**config.mk**
```make
export PLATFORM = sky130hd
export DESIGN_NAME = dram_cmd_sched
export DESIGN_NICKNAME = d
export VERILOG_FILES = /design/src/rtl/dram_cmd_sched.sv
export SDC_FILE = /design/constraint.sdc
export NUM_CORES = 1
export LEC_CHECK = 0
export ABC_AREA = 0
export CAP_MARGIN = 20
export CORE_MARGIN = 3
export CORE_UTILIZATION = 45
export DETAILED_ROUTE_END_ITERATION = 10
export PLACE_DENSITY_LB_ADDON = 0.3
export SYNTH_ARGS = -nofsm -noshare
export SYNTH_HDL_FRONTEND = slang
export SYNTH_SLANG_ARGS = --single-unit
```
**constraint.sdc**
```tcl
create_clock -name CLK -period 2.6 [get_ports CLK]
set_input_delay 0.78 -clock CLK [delete_from_list [all_inputs] [get_ports CLK]]
set_output_delay 0.78 -clock CLK [all_outputs]
set_load 0.01 [all_outputs]
```
**src/rtl/dram_cmd_sched.sv**
```systemverilog
// dram_cmd_sched: host-side command scheduler for the behavioural DRAM model.
// After reset it writes RL/WL into MR0/MR1 and reads them back. It then
// arbitrates two requesters round-robin and turns each accepted request into
// a timed W (with data-land strobe) or R (with capture and timeout).
// The state register names the phase the DRAM pins are showing right now;
// each transition registers the pin values for the phase being entered.
module dram_cmd_sched #(
    parameter int RL         = 8,
    parameter int WL         = 8,
    parameter int RD_TIMEOUT = 4
) (
    input  logic       CLK,
    input  logic       RST_N,
    input  logic       REQ0_VALID,
    input  logic       REQ0_WR,
    input  logic [7:0] REQ0_ADDR,
    input  logic [7:0] REQ0_WDATA,
    output logic       REQ0_READY,
    input  logic       REQ1_VALID,
    input  logic       REQ1_WR,
    input  logic [7:0] REQ1_ADDR,
    input  logic [7:0] REQ1_WDATA,
    output logic       REQ1_READY,
    output logic       RSP_VALID,
    output logic       RSP_ID,
    output logic [7:0] RSP_RDATA,
    output logic       RSP_ERR,
    output logic       INIT_DONE,
    output logic       INIT_ERR,
    output logic       DRAM_R,
    output logic       DRAM_W,
    output logic       DRAM_MRW,
    output logic       DRAM_MRR,
    output logic       DRAM_DRIV_VALID,
    output logic [7:0] DRAM_ADDR,
    output logic [7:0] DRAM_DQ_IN,
    input  logic [7:0] DRAM_DQ_OUT,
    input  logic       DRAM_DQ_OE
);

    localparam logic [7:0] RL8    = 8'(RL);
    localparam logic [7:0] WL8    = 8'(WL);
    localparam logic [8:0] WL9    = 9'(WL);
    // Last RD_WAIT count value before the read is declared lost.
    localparam logic [8:0] RD_LIM = 9'(RL + 1 + RD_TIMEOUT);

    // ST_RESET is only occupied while reset is held; its exit issues the MR0 write.
    typedef enum logic [3:0] {
        ST_RESET,
        ST_INIT_MR0,
        ST_INIT_MR1,
        ST_CHK_MR0,
        ST_CHK_MR1,
        ST_CHK_END,
        ST_IDLE,
        ST_WR_CMD,
        ST_WR_WAIT,
        ST_WR_DRV,
        ST_RD_CMD,
        ST_RD_WAIT,
        ST_ERR
    } state_t;

    state_t     state_r;
    logic       last_gnt_r;
    logic [8:0] cnt_r;
    logic       mr0_ok_r;
    logic       cap_id_r;
    logic [7:0] cap_addr_r;
    logic [7:0] cap_wdata_r;

    logic       rsp_valid_r;
    logic       rsp_id_r;
    logic [7:0] rsp_rdata_r;
    logic       rsp_err_r;
    logic       init_done_r;
    logic       init_err_r;
    logic       r_r;
    logic       w_r;
    logic       mrw_r;
    logic       mrr_r;
    logic       driv_r;
    logic [7:0] addr_r;
    logic [7:0] dq_in_r;

    logic       gnt0_s;
    logic       gnt1_s;
    logic       sel_wr_s;
    logic [7:0] sel_addr_s;
    logic [7:0] sel_wdata_s;

    // Round-robin grant in IDLE: a lone requester wins, on contention the port not granted last wins.
    always_comb begin
        gnt0_s = 1'b0;
        gnt1_s = 1'b0;
        if (state_r == ST_IDLE) begin
            gnt0_s = REQ0_VALID & (~REQ1_VALID | last_gnt_r);
            gnt1_s = REQ1_VALID & (~REQ0_VALID | ~last_gnt_r);
        end else begin
            gnt0_s = 1'b0;
            gnt1_s = 1'b0;
        end
    end

    // Request fields of the current winner, captured on the handshake.
    always_comb begin
        sel_wr_s    = 1'b0;
        sel_addr_s  = 8'h00;
        sel_wdata_s = 8'h00;
        if (gnt1_s) begin
            sel_wr_s    = REQ1_WR;
            sel_addr_s  = REQ1_ADDR;
            sel_wdata_s = REQ1_WDATA;
        end else begin
            sel_wr_s    = REQ0_WR;
            sel_addr_s  = REQ0_ADDR;
            sel_wdata_s = REQ0_WDATA;
        end
    end

    // Main sequencer: init programming/readback, command issue, latency counting, responses.
    always_ff @(posedge CLK) begin
        if (!RST_N) begin
            state_r     <= ST_RESET;
            last_gnt_r  <= 1'b1;
            cnt_r       <= 9'd0;
            mr0_ok_r    <= 1'b0;
            cap_id_r    <= 1'b0;
            cap_addr_r  <= 8'h00;
            cap_wdata_r <= 8'h00;
            rsp_valid_r <= 1'b0;
            rsp_id_r    <= 1'b0;
            rsp_rdata_r <= 8'h00;
            rsp_err_r   <= 1'b0;
            init_done_r <= 1'b0;
            init_err_r  <= 1'b0;
            r_r         <= 1'b0;
            w_r         <= 1'b0;
            mrw_r       <= 1'b0;
            mrr_r       <= 1'b0;
            driv_r      <= 1'b0;
            addr_r      <= 8'h00;
            dq_in_r     <= 8'h00;
        end else begin
            // Strobes and response fields are single-cycle unless a state below sets them.
            r_r         <= 1'b0;
            w_r         <= 1'b0;
            mrw_r       <= 1'b0;
            mrr_r       <= 1'b0;
            driv_r      <= 1'b0;
            addr_r      <= 8'h00;
            dq_in_r     <= 8'h00;
            rsp_valid_r <= 1'b0;
            rsp_id_r    <= 1'b0;
            rsp_rdata_r <= 8'h00;
            rsp_err_r   <= 1'b0;
            case (state_r)
                ST_RESET: begin
                    mrw_r   <= 1'b1;
                    addr_r  <= 8'h00;
                    dq_in_r <= RL8;
                    state_r <= ST_INIT_MR0;
                end
                ST_INIT_MR0: begin
                    mrw_r   <= 1'b1;
                    addr_r  <= 8'h01;
                    dq_in_r <= WL8;
                    state_r <= ST_INIT_MR1;
                end
                ST_INIT_MR1: begin
                    mrr_r   <= 1'b1;
                    addr_r  <= 8'h00;
                    state_r <= ST_CHK_MR0;
                end
                ST_CHK_MR0: begin
                    mrr_r   <= 1'b1;
                    addr_r  <= 8'h01;
                    state_r <= ST_CHK_MR1;
                end
                ST_CHK_MR1: begin
                    // MR0 readback is on the bus during this phase.
                    mr0_ok_r <= (DRAM_DQ_OUT == RL8);
                    state_r  <= ST_CHK_END;
                end
                ST_CHK_END: begin
                    if (mr0_ok_r && (DRAM_DQ_OUT == WL8)) begin
                        init_done_r <= 1'b1;
                        state_r     <= ST_IDLE;
                    end else begin
                        init_err_r  <= 1'b1;
                        state_r     <= ST_ERR;
                    end
                end
                ST_IDLE: begin
                    if (gnt0_s || gnt1_s) begin
                        cap_id_r    <= gnt1_s;
                        cap_addr_r  <= sel_addr_s;
                        cap_wdata_r <= sel_wdata_s;
                        last_gnt_r  <= gnt1_s;
                        addr_r      <= sel_addr_s;
                        if (sel_wr_s) begin
                            w_r     <= 1'b1;
                            dq_in_r <= sel_wdata_s;
                            state_r <= ST_WR_CMD;
                        end else begin
                            r_r     <= 1'b1;
                            state_r <= ST_RD_CMD;
                        end
                    end else begin
                        state_r <= ST_IDLE;
                    end
                end
                ST_WR_CMD: begin
                    addr_r <= cap_addr_r;
                    if (WL9 == 9'd0) begin
                        driv_r  <= 1'b1;
                        dq_in_r <= cap_wdata_r;
                        state_r <= ST_WR_DRV;
                    end else begin
                        cnt_r   <= 9'd1;
                        state_r <= ST_WR_WAIT;
                    end
                end
                ST_WR_WAIT: begin
                    addr_r <= cap_addr_r;
                    if (cnt_r == WL9) begin
                        driv_r  <= 1'b1;
                        dq_in_r <= cap_wdata_r;
                        state_r <= ST_WR_DRV;
                    end else begin
                        cnt_r   <= cnt_r + 9'd1;
                    end
                end
                ST_WR_DRV: begin
                    rsp_valid_r <= 1'b1;
                    rsp_id_r    <= cap_id_r;
                    state_r     <= ST_IDLE;
                end
                ST_RD_CMD: begin
                    cnt_r   <= 9'd0;
                    state_r <= ST_RD_WAIT;
                end
                ST_RD_WAIT: begin
                    if (DRAM_DQ_OE) begin
                        rsp_valid_r <= 1'b1;
                        rsp_id_r    <= cap_id_r;
                        rsp_rdata_r <= DRAM_DQ_OUT;
                        state_r     <= ST_IDLE;
                    end else if (cnt_r == RD_LIM) begin
                        rsp_valid_r <= 1'b1;
                        rsp_id_r    <= cap_id_r;
                        rsp_err_r   <= 1'b1;
                        state_r     <= ST_IDLE;
                    end else begin
                        cnt_r       <= cnt_r + 9'd1;
                    end
                end
                ST_ERR: begin
                    state_r <= ST_ERR;
                end
                default: begin
                    // Unreachable encoding: park safely with the error flag raised.
                    init_done_r <= 1'b0;
                    init_err_r  <= 1'b1;
                    state_r     <= ST_ERR;
                end
            endcase
        end
    end

    assign REQ0_READY      = gnt0_s;
    assign REQ1_READY      = gnt1_s;
    assign RSP_VALID       = rsp_valid_r;
    assign RSP_ID          = rsp_id_r;
    assign RSP_RDATA       = rsp_rdata_r;
    assign RSP_ERR         = rsp_err_r;
    assign INIT_DONE       = init_done_r;
    assign INIT_ERR        = init_err_r;
    assign DRAM_R          = r_r;
    assign DRAM_W          = w_r;
    assign DRAM_MRW        = mrw_r;
    assign DRAM_MRR        = mrr_r;
    assign DRAM_DRIV_VALID = driv_r;
    assign DRAM_ADDR       = addr_r;
    assign DRAM_DQ_IN      = dq_in_r;

endmodule
```
==> metrics.md <==
| Metric | Value |
|---|---|
| GRT Max-Usage Layer | `met2` |
| Hold Path Class | `flop to flop` |
| Hold depth | `2` |
| CP arrival | `1.74 ns` |
| Wire length per cell | `14.9 um` |
| Initial Util | `0.482` |
| Final HPWL from detailed placement | `5.50 mm` |
| Final ANT Viol Nets | `0` |
| Leading area contributor after synthesis | `dfxtp_1` |
| Final Hold Vio Count | `0` |
| Worst hold path startpoint | `cap_addr_r[1]$_SDFFE_PN0P_` |
| WS Path Type | `primary input to output port` |
| Max cap viols | `0` |
| Post-synth EDFFs | `0` |
| Final Wtd Congestion | `0.849` |
| Max VDD drop | `0.000418 V` |
| IO buf count | `82` |
| Net Count, Synth | `386` |
| Internal reg-to-reg setup slack | `0.52 ns` |
| Synthesized flop and latch total | `66` |
| DR vias | `2,837` |
| Post-route minimum period | `2.52 ns` |
| RR Endpoint | `cnt_r[3]$_SDFFE_PN0P_` |
| Total CTS buffers | `9` |
| Gr ovfl total | `0` |
| Hold buffer count at CTS | `0` |
| Root Driver | `clkbuf_8` |
| Fin. max-slew vios | `0` |
| Share of the synthesized area in the top cell type | `0.447` |
| Placed cells | `497` |
| Top cells by area, synth | `dfxtp_1 (45%), nand2_1 (5.7%), a21oi_1 (4.4%)` |
| Largest net degree at the start of global routing | `25` |
| CP delay by family, top | `buffers and inverters` |
| Post-synthesis sequential area ratio | `0.447` |
| Top Ports | `83` |
| Leak | `0.00149 uW` |
| WL final | `7.65 mm` |
| Post-Layout Cell Count | `513` |
| Worst hold endpoint | `DRAM_ADDR[1]$_SDFF_PN0_` |
| Core area | `6130 sq um` |
| Max-slew headroom | `0.589` |
| Overall routing resource usage | `0.210` |
| Die Y | `87.1 um` |
| Run status | `complete, no violations` |
| Reg2reg start | `cnt_r[0]$_SDFFE_PN0P_` |
| Pwr Total | `2240 uW` |
| Top FF cell, synth | `dfxtp_1` |
| Pre-CTS WS | `-0.376 ns` |
| Clock Skew | `0.00682 ns` |
| CTS H-tree depth | `3` |
| GRT met1 Usage | `0.255` |
| First-pass GRT wire length | `12.6 mm` |
| Area delta synth->final | `40.3%` |
| Initial antenna violation count | `0` |
| Mapped Avg Cell Area | `8.80 sq um` |
| Period utilisation layout | `0.970` |
| Required time of the critical path | `1.82 ns` |
| Setup Fix Bufs, Post-CTS | `0` |
| Vias in the first global route | `2,734` |
| Pwr Density | `540 nW/um^2` |
| CTS tree | `yes` |
| Netlist cell types | `55` |
| Final-report setup violation count | `0` |
| Startpoint Class | `primary input` |
| Worst-Margin Slew | `0.613 ns` |
| CP bufs+invs | `3` |
| TritonRoute pass-1 iters | `5` |
| CP endpoint kind | `output port` |
| # nets final | `483` |
| # DRC | `0` |
| Slowest stage cell, crit path | `clkdlybuf4s50_1` |
| Critical-path maximum fanout | `4` |
| Antenna diodes | `0` |
| Cell row count | `28` |
| CP cell instances | `clkdlybuf4s50_1 -> buf_4 -> nand2b_1 -> and3_1 -> buf_2` |
| Synth Instances | `336` |
| Clock Latency Late Sink | `0.34 ns` |
| Synthesis Warnings | `0` |
| Register clock-pin slew on the reported worst setup and hold paths | `0.08 ns` |
| Die Wd | `87.1 um` |
| Vias per Instance | `5.53` |
| Async set-or-reset flop fraction in the synthesized netlist | `0` |
| Clock buffer depth | `2` |
| Layout cell share with drive strength beyond 1 | `0.130` |
| GR Layer Usage met2 | `0.348` |
| Met3 Usage GRT | `0.0672` |
| Achievable Freq | `0.396 GHz` |
| Final worst slack | `0.0768 ns` |
| Setup crit start | `REQ1_VALID` |
| Clock sinks | `66` |
| Post-Syn Area | `2960 sq um` |
| Reg2Reg Depth | `6` |
| Starting DRT DRC Count | `150` |
| Die area | `7580 sq um` |
| RSZ-0062 raised after global routing | `false` |
| Slowest stage delay, CP | `0.47 ns` |
| Final core occ | `0.677` |
worst register-to-register path: stages (launching register included):
cell and delay (ns):
dfxtp_1 0.51, inv_1 0.08, ha_1 0.19, and4_1 0.21, and2_1 0.33, or4_1 0.53, a21boi_1 0.16
Yosys cell counts, types with 7 or more instances:
cell type  instances
nor3_1            12
a21oi_1           26
and2_1            17
mux2i_1            9
a211oi_1           9
o21ai_0           11
dfxtp_1           66
nand4_1            7
nand2_1           45
nor2_1            22
clkbuf_1           9
mux2_2             8
cell usage in the layout (no fill, tap or decap), types with 5 or more instances in the layout:
cell type / Yosys / routed
a211oi_1: 9 / 9
a21oi_1: 26 / 26
and2_1: 17 / 17
and3_1: 6 / 6
buf_4: 2 / 22
clkbuf_8: 0 / 11
clkdlybuf4s50_1: 0 / 80
dfxtp_1: 66 / 66
inv_1: 5 / 5
mux2_2: 8 / 8
mux2i_1: 9 / 9
nand2_1: 45 / 45
nand2b_1: 6 / 6
nand3_1: 6 / 6
nand4_1: 7 / 7
nor2_1: 22 / 22
nor3_1: 12 / 12
o21a_1: 5 / 5
o21ai_0: 11 / 11
o2bb2ai_1: 6 / 6
state kept, by name (all words and copies together), names as in the netlist, 4 cells and up:
| signal | count |
|---|---|
| cap_wdata_r | 8 |
| state_r | 4 |
| DRAM_ADDR | 8 |
| cap_addr_r | 8 |
| cnt_r | 9 |
| DRAM_DQ_IN | 8 |
| RSP_RDATA | 8 |
how the worst max path moves through the flow:
| stage | endpoint | slack, ns | cells after the start |
|---|---|---|---|
| CTS | REQ1_READY | 0.01 | 5 |
| detailed placement | REQ1_READY | -0.38 | 5 |
| global route | REQ0_READY | 0.03 | 5 |
| floorplan | REQ1_READY | 0.31 | 4 |
| finish | REQ0_READY | 0.08 | 5 |
| global placement | REQ1_READY | -0.37 | 5 |
where the power goes:
group | internal, uW | switching [uW]
clock | 498 | 416
combinational | 152 | 134
sequential | 1030 | 10.8
kinds of logic (layout without fill, tap and decap cells):
family                     Yosys count  count (layout)  share of synthesized area
AOI/OAI and AO/OA                   79              79                      0.179
xor gates and xnor gates             1               1                    0.00296
adders and majority gates            3               3                     0.0127
buffers and inverters               24             126                     0.0394
DFF                                 66              66                      0.447
muxes                               17              17                     0.0609
and+or+nand+nor                    146             146                      0.259
timing repair:
| action | 4_1_cts | 5_1_grt |
|---|---|---|
| gates resized for setup | 8 | 1 |
| endpoints found under the setup margin | 2 | 1 |
| endpoints found under the hold margin | 0 | 0 |
| pin swaps | 0 | 0 |
cell type report:
cell class / count / area [sq um]
Timing Repair Buffer: 104 / 976
Sequential cell: 66 / 1320
Tap cell: 75 / 93.8
Clock inverter: 5 / 61.3
Multi-Input combinational cell: 246 / 1520
Clock buffer: 11 / 151
Inverter: 6 / 22.5
Fill cell: 492 / 1980
metrics by stage:
step	area [sq um]	TNS [ns]	hold slack, ns
finish	4150	0	0.444
global route	4150	0	0.471
CTS	4150	0	0.446
detailed placement	3940	-0.785	0.447
global placement	3940	-0.641	0.438
floorplan	2960	0	0.431
layer usage:
layer | vias to the layer above | share of wire
li1 | 1398 | -
met1 | 1321 | 0.42
met2 | 102 | 0.49
met3 | 16 | 0.066
met4 | 0 | 0.018
met5 | - | 0
Power figures use the tool's default switching activity.
